## src/rtl/periph_bus_bridge.sv

```systemverilog
// Byte-stream command bridge: decodes W/R commands from an RX byte stream, masters one
// peripheral-bus access via the arbiter and streams the reply. Optional macro: CHECKSUM_EN.
module periph_bus_bridge #(
  parameter int unsigned TIMEOUT_CYCLES = 1_000_000,
  parameter logic [7:0]  OP_WRITE       = 8'h57,
  parameter logic [7:0]  OP_READ        = 8'h52
) (
  input  logic        clk,
  input  logic        rst_n,
  input  logic [7:0]  rx_data,
  input  logic        rx_valid,
  output logic        rx_ready,
  output logic [7:0]  tx_data,
  output logic        tx_valid,
  input  logic        tx_ready,
  output logic        bus_req,
  input  logic        bus_gnt,
  output logic [4:0]  A,
  output logic [31:0] WD,
  output logic        WE,
  input  logic [31:0] RD
);

  localparam int unsigned CW = $clog2(TIMEOUT_CYCLES);
  localparam logic [CW-1:0] TMAX = CW'(TIMEOUT_CYCLES - 1);

`ifdef CHECKSUM_EN
  typedef enum logic [2:0] {
    ST_IDLE, ST_ADDR, ST_DATA, ST_CHK, ST_REQ, ST_ACCESS, ST_RESP
  } state_t;
  localparam state_t ST_CMD_DONE = ST_CHK;
`else
  typedef enum logic [2:0] {
    ST_IDLE, ST_ADDR, ST_DATA, ST_REQ, ST_ACCESS, ST_RESP
  } state_t;
  localparam state_t ST_CMD_DONE = ST_REQ;
`endif

  function automatic logic [7:0] byte_sel(input logic [31:0] w, input logic [1:0] i);
    case (i)
      2'd0:    byte_sel = w[7:0];
      2'd1:    byte_sel = w[15:8];
      2'd2:    byte_sel = w[23:16];
      default: byte_sel = w[31:24];
    endcase
  endfunction

  function automatic logic [31:0] put_byte(input logic [31:0] w, input logic [1:0] i,
                                           input logic [7:0] b);
    logic [31:0] r;
    r = w;
    case (i)
      2'd0:    r[7:0]   = b;
      2'd1:    r[15:8]  = b;
      2'd2:    r[23:16] = b;
      default: r[31:24] = b;
    endcase
    return r;
  endfunction

`ifdef CHECKSUM_EN
  function automatic logic [7:0] fold_chk(input logic [7:0] acc, input logic [7:0] b);
    return acc ^ b;
  endfunction
`endif

  state_t        state_r, state_s;
  logic          is_wr_r, is_wr_s;
  logic [4:0]    a_r, a_s;
  logic [31:0]   wd_r, wd_s;
  logic          we_r, we_s;
  logic          req_r, req_s;
  logic          txv_r, txv_s;
  logic [7:0]    txd_r, txd_s;
  logic          rxr_r, rxr_s;
  logic [1:0]    cnt_r, cnt_s;
  logic [1:0]    idx_r, idx_s;
  logic [1:0]    last_r, last_s;
  logic [31:0]   resp_r, resp_s;
  logic [CW-1:0] tmo_r, tmo_s;
  logic          rx_acc_s;
  logic          tmo_hit_s;
`ifdef CHECKSUM_EN
  logic [7:0]    chk_r, chk_s;
`endif

  assign rx_acc_s  = rx_valid & rxr_r;
  assign tmo_hit_s = (tmo_r == TMAX);

  // Next-state and next-output computation; every output is registered from these.
  always_comb begin
    state_s = state_r;
    is_wr_s = is_wr_r;
    a_s     = a_r;
    wd_s    = wd_r;
    txv_s   = txv_r;
    txd_s   = txd_r;
    cnt_s   = cnt_r;
    idx_s   = idx_r;
    last_s  = last_r;
    resp_s  = resp_r;
    tmo_s   = {CW{1'b0}};
`ifdef CHECKSUM_EN
    chk_s   = chk_r;
`endif
    case (state_r)
      ST_IDLE: begin
        if (rx_acc_s) begin
          if ((rx_data == OP_WRITE) || (rx_data == OP_READ)) begin
            is_wr_s = (rx_data == OP_WRITE);
            state_s = ST_ADDR;
`ifdef CHECKSUM_EN
            chk_s   = rx_data;
`endif
          end else begin
            state_s = ST_RESP;
            txv_s   = 1'b1;
            txd_s   = 8'h3F;
            idx_s   = 2'd0;
            last_s  = 2'd0;
          end
        end else begin
          state_s = ST_IDLE;
        end
      end
      ST_ADDR: begin
        if (rx_acc_s) begin
          if (rx_data[7:5] != 3'b000) begin
            state_s = ST_RESP;
            txv_s   = 1'b1;
            txd_s   = 8'h45;
            idx_s   = 2'd0;
            last_s  = 2'd0;
          end else begin
            a_s     = rx_data[4:0];
            cnt_s   = 2'd0;
            state_s = is_wr_r ? ST_DATA : ST_CMD_DONE;
`ifdef CHECKSUM_EN
            chk_s   = fold_chk(chk_r, rx_data);
`endif
          end
        end else if (tmo_hit_s) begin
          state_s = ST_IDLE;
        end else begin
          tmo_s = tmo_r + CW'(1);
        end
      end
      ST_DATA: begin
        if (rx_acc_s) begin
          wd_s    = put_byte(wd_r, cnt_r, rx_data);
          cnt_s   = cnt_r + 2'd1;
          state_s = (cnt_r == 2'd3) ? ST_CMD_DONE : ST_DATA;
`ifdef CHECKSUM_EN
          chk_s   = fold_chk(chk_r, rx_data);
`endif
        end else if (tmo_hit_s) begin
          state_s = ST_IDLE;
        end else begin
          tmo_s = tmo_r + CW'(1);
        end
      end
`ifdef CHECKSUM_EN
      ST_CHK: begin
        if (rx_acc_s) begin
          if (rx_data == chk_r) begin
            state_s = ST_REQ;
          end else begin
            state_s = ST_RESP;
            txv_s   = 1'b1;
            txd_s   = 8'h45;
            idx_s   = 2'd0;
            last_s  = 2'd0;
          end
        end else if (tmo_hit_s) begin
          state_s = ST_IDLE;
        end else begin
          tmo_s = tmo_r + CW'(1);
        end
      end
`endif
      ST_REQ: begin
        state_s = bus_gnt ? ST_ACCESS : ST_REQ;
      end
      ST_ACCESS: begin
        state_s = ST_RESP;
        txv_s   = 1'b1;
        idx_s   = 2'd0;
        if (is_wr_r) begin
          txd_s  = 8'h4B;
          last_s = 2'd0;
        end else begin
          resp_s = RD;
          txd_s  = RD[7:0];
          last_s = 2'd3;
        end
      end
      ST_RESP: begin
        if (tx_ready) begin
          if (idx_r == last_r) begin
            state_s = ST_IDLE;
            txv_s   = 1'b0;
          end else begin
            idx_s = idx_r + 2'd1;
            txd_s = byte_sel(resp_r, idx_r + 2'd1);
          end
        end else begin
          state_s = ST_RESP;
        end
      end
      default: begin
        state_s = ST_IDLE;
        txv_s   = 1'b0;
      end
    endcase

    req_s = (state_s == ST_REQ) || (state_s == ST_ACCESS);
    we_s  = (state_s == ST_ACCESS) && is_wr_r;
    rxr_s = (state_s == ST_IDLE) || (state_s == ST_ADDR) || (state_s == ST_DATA);
`ifdef CHECKSUM_EN
    rxr_s = rxr_s || (state_s == ST_CHK);
`endif
  end

  // State and registered-output update with asynchronous clear.
  always_ff @(posedge clk or negedge rst_n) begin
    if (!rst_n) begin
      state_r <= ST_IDLE;
      is_wr_r <= 1'b0;
      a_r     <= 5'd0;
      wd_r    <= 32'd0;
      we_r    <= 1'b0;
      req_r   <= 1'b0;
      txv_r   <= 1'b0;
      txd_r   <= 8'd0;
      rxr_r   <= 1'b0;
      cnt_r   <= 2'd0;
      idx_r   <= 2'd0;
      last_r  <= 2'd0;
      resp_r  <= 32'd0;
      tmo_r   <= {CW{1'b0}};
`ifdef CHECKSUM_EN
      chk_r   <= 8'd0;
`endif
    end else begin
      state_r <= state_s;
      is_wr_r <= is_wr_s;
      a_r     <= a_s;
      wd_r    <= wd_s;
      we_r    <= we_s;
      req_r   <= req_s;
      txv_r   <= txv_s;
      txd_r   <= txd_s;
      rxr_r   <= rxr_s;
      cnt_r   <= cnt_s;
      idx_r   <= idx_s;
      last_r  <= last_s;
      resp_r  <= resp_s;
      tmo_r   <= tmo_s;
`ifdef CHECKSUM_EN
      chk_r   <= chk_s;
`endif
    end
  end

  assign rx_ready = rxr_r;
  assign tx_data  = txd_r;
  assign tx_valid = txv_r;
  assign bus_req  = req_r;
  assign A        = a_r;
  assign WD       = wd_r;
  assign WE       = we_r;

endmodule

```

## config.mk

```make
export PLATFORM = sky130hd
export DESIGN_NAME = periph_bus_bridge
export DESIGN_NICKNAME = d
export VERILOG_FILES = /design/src/rtl/periph_bus_bridge.sv
export SDC_FILE = /design/constraint.sdc
export NUM_CORES = 1
export LEC_CHECK = 0
export CAP_MARGIN = 20
export CORE_MARGIN = 1
export CORE_UTILIZATION = 30
export CTS_BUF_LIST = sky130_fd_sc_hd__clkbuf_2
export DETAILED_ROUTE_END_ITERATION = 10
export GPL_ROUTABILITY_DRIVEN = 0
export PLACE_DENSITY = 0.52
export SYNTH_ARGS = -nofsm -noshare
export SYNTH_HDL_FRONTEND = slang
export SYNTH_SLANG_ARGS = --single-unit
```

## constraint.sdc

```tcl
create_clock -name clk -period 2 [get_ports clk]
set_clock_uncertainty 0.05 [all_clocks]
set_input_delay 0.4 -clock clk [delete_from_list [all_inputs] [get_ports clk]]
set_output_delay 0.4 -clock clk [all_outputs]
set_load 0.02 [all_outputs]
```

==> flow_metrics.env <==
export IMPL_route_detailed_drc=0
export IMPL_drtPass1Iterations=6
export IMPL_cp_slowest_cell="dfrtp_2"
export IMPL_cts_root_buffer="clkbuf_2"
export IMPL_layout_common_cells="dfrtp_1 (107), mux2_2 (72), buf_4 (53)"
export IMPL_syn2layout_area_growth_pct=35.22
export IMPL_initial_core_util_pct=31.23
export IMPL_wire_per_inst_um=15.87
export IMPL_synthesis_area_um2=5034
export IMPL_hold_path_class="in2async"
export IMPL_p_leak_nw=3.099
export IMPL_fin_crit_ns=1.911
export IMPL_cts_inserted_buffers=9
export IMPL_design_area_um2=6807
export IMPL_rsz0062_at_grt="true"
export IMPL_powerDensity_nw_per_um2=1174
export IMPL_synth_top_cell_by_area="dfrtp_1"
export IMPL_dieHeight_um=131.5
export IMPL_worst_slew_pin_slew_ns=0.4218
export IMPL_hold_violations=0
export IMPL_drive_gt1_share_pct=30.40
export IMPL_timing_fmax_mhz=523.3
export IMPL_cp_end_kind="flop"
export IMPL_grt_pass1_wl_um=20820
export IMPL_clkLatencyLatePin_ns=0.63
export IMPL_synth_seq_cells=110
export IMPL_final_cells=786
export IMPL_synth_edf_count=0
export IMPL_drtAntennaViolNets=0
export IMPL_yosysTopAreaCellShare_pct=54.69
export IMPL_ys_flop_type="dfrtp_1"
export IMPL_path_max_fanout=7
export IMPL_dpl_instance_area_um2=6621
export IMPL_critPathMaxStageDelay_ns=0.52
export IMPL_synth_distinct_cells=52
export IMPL_ir_worst_vdd_uv=535.3
export IMPL_path_class="reg2reg"
export IMPL_cts_sinks=110
export IMPL_synth_compound_area_share_pct=8.178
export IMPL_finalSetupViolations=0
export IMPL_slew_headroom_pct=71.88
export IMPL_cts_htree_levels=3
export IMPL_wl_um=12470
export IMPL_n_fill_cell=1565
export IMPL_critical_path_required_ns=2.49
export IMPL_fin_setup_tns_ns=0
export IMPL_final_max_slew_viol_count=0
export IMPL_vias_per_cell=4.721
export IMPL_drt_iter0_drc=148
export IMPL_ys_top_cells_by_area="dfrtp_1 (55%), mux2_2 (16%), nor2_1 (2.7%), xor2_1 (2.4%), ha_1 (2.2%)"
export IMPL_syn_num_nets=471
export IMPL_overflow=0
export IMPL_max_cap_violations=0
export IMPL_synth_cells=417
export IMPL_async_flop_share_pct=100.0
export IMPL_cts_tree="done"
export IMPL_core_um2=16120
export IMPL_num_vias=3711
export IMPL_syn_area_per_cell_um2=12.07
export IMPL_floorplan_rows=46
export IMPL_synthXorXnorAreaFrac_pct=3.480
export IMPL_fin_util_pct=42.24
export IMPL_layout_commonest_cell="dfrtp_1"
export IMPL_synth_simple_gate_area_share_pct=11.61
export IMPL_cts_max_path_buffers=2
export IMPL_outcome="completed"
export IMPL_dp_hpwl_um=9225
export IMPL_path_cells="ha_1 > buf_4 > a222oi_1 > o21ai_0 > a22oi_1 > o22ai_1"
export IMPL_synth_fa_ha_area_share_pct=2.237
export IMPL_period_share_pct=95.54
export IMPL_track_usage_pct=15.27
export IMPL_cp_start_kind="flop"
export IMPL_finalPower_mw=7.991
export IMPL_yosysWarnings=0
export IMPL_synthMuxAreaShare_pct=16.31
export IMPL_io_buffer_count=93
export IMPL_antenna_found_initial=1
export IMPL_arrival_ns=2.40
export IMPL_cts_clk_slew_worst_paths_ns=0.31
export IMPL_ys_seq_area_share_pct=54.69
export IMPL_chipWidth_um=131.5
export IMPL_io_pins=94
export IMPL_synth_top_family_by_area="multiplexers"
export IMPL_die_area_um2=17300
export IMPL_placedCellCount=763
export IMPL_first_global_vias=3871
export IMPL_final_nets=618
export IMPL_grt_max_degree=55
## metal layers
layer	global-route usage, %	share of wire, %
met1	19.72	45
met2	23.99	47
met3	5.401	6.5
met4	4.328	1.2
met5	0	0
## cell type report
type	count	area [um2]	share of cell area, %
Timing Repair Buffer	154	1414	20.77
Clock buffer	9	45.04	0.6618
Antenna cell	1	2.502	0.03676
Clock inverter	7	95.09	1.397
Inverter	19	71.32	1.048
Multi-Input combinational cell	270	2152	31.62
Sequential cell	110	2756	40.50
Tap cell	216	270.3	3.971
## stage by stage
step	worst slack [ns]	hold slack (ns)
global route	-0.05438	0.02205
floorplan	0.1258	0.05441
global placement	-0.5597	0.2809
finish	0.08911	0.1064
CTS	0.01367	0.04374
detailed placement	-0.5574	0.2829
## kinds of logic after synthesis
kind of cell	count (synthesis)
compound gates	59
buf+inv	37
simple gates	109
fa+ha+maj	9
flops	110
xor+xnor	20
mux	73
## sequential cells by signal (all words and copies together) (netlist names), 2 cells and up
| signal | flops |
|---|---|
| WD | 32 |
| resp_r | 32 |
| tmo_r | 20 |
| tx_data | 8 |
| A | 5 |
| state_r | 3 |
| cnt_r | 2 |
| idx_r | 2 |
## path summary, 6_finish.rpt
check / startpoint / end / slack (ns) / depth (start not counted)
worst max-delay path: idx_r[0] / tx_data[7] / 0.09 / 6
worst min-delay path: rst_n / is_wr_r / 0.11 / 2
worst max register to register: idx_r[0] / tx_data[7] / 0.09 / 6
worst min register to register: tx_valid / tx_valid / 0.48 / 1
max in group asynchronous: rst_n / state_r[0] / 1.13 / 3
min in group clk: RD[4] / resp_r[4] / 0.30 / 3
## critical path, delay by kind of cell (launching register included)
kind,cells,cell delay [ns]
buffers and inverters,1,0.19
DFF,1,0.52
adders and majority gates,1,0.30
AOI/OAI and AO/OA,4,0.76
## report_power, final
| group | switching, mW | internal, mW |
|---|---|---|
| clock | 0.750 | 0.420 |
| sequential | 0.452 | 2.94 |
| combinational | 1.72 | 1.71 |
| total | 2.92 | 5.07 |
## cell usage after synthesis, types with 2 or more instances
| library cell | n |
|---|---|
| dfrtp_1 | 110 |
| mux2_2 | 72 |
| nor2_1 | 36 |
| nand2_1 | 22 |
| inv_1 | 19 |
| o21ai_0 | 15 |
| xor2_1 | 14 |
| a21oi_1 | 12 |
| nand3_1 | 10 |
| ha_1 | 9 |
| a222oi_1 | 8 |
| nor3_1 | 8 |
| buf_2 | 7 |
| clkbuf_1 | 6 |
| xnor2_1 | 6 |
| nand4_1 | 4 |
| nor4_1 | 4 |
| o22a_1 | 4 |
| o31ai_1 | 4 |
| and2_1 | 3 |
| and3_1 | 3 |
| buf_4 | 3 |
| nand2b_1 | 3 |
| o211ai_1 | 3 |
| a21o_1 | 2 |
| a31oi_1 | 2 |
| nor4_4 | 2 |
| nor4b_2 | 2 |
## timing repair
item                                    CTS  global route
setup buffers                             0             5
pin swaps                                 0             3
gates resized for setup                  49            27
endpoints found under the setup margin   49            45
endpoints found under the hold margin   110             0
hold buffers                              1             0
No activity file was read; power rests on OpenSTA's default activity.
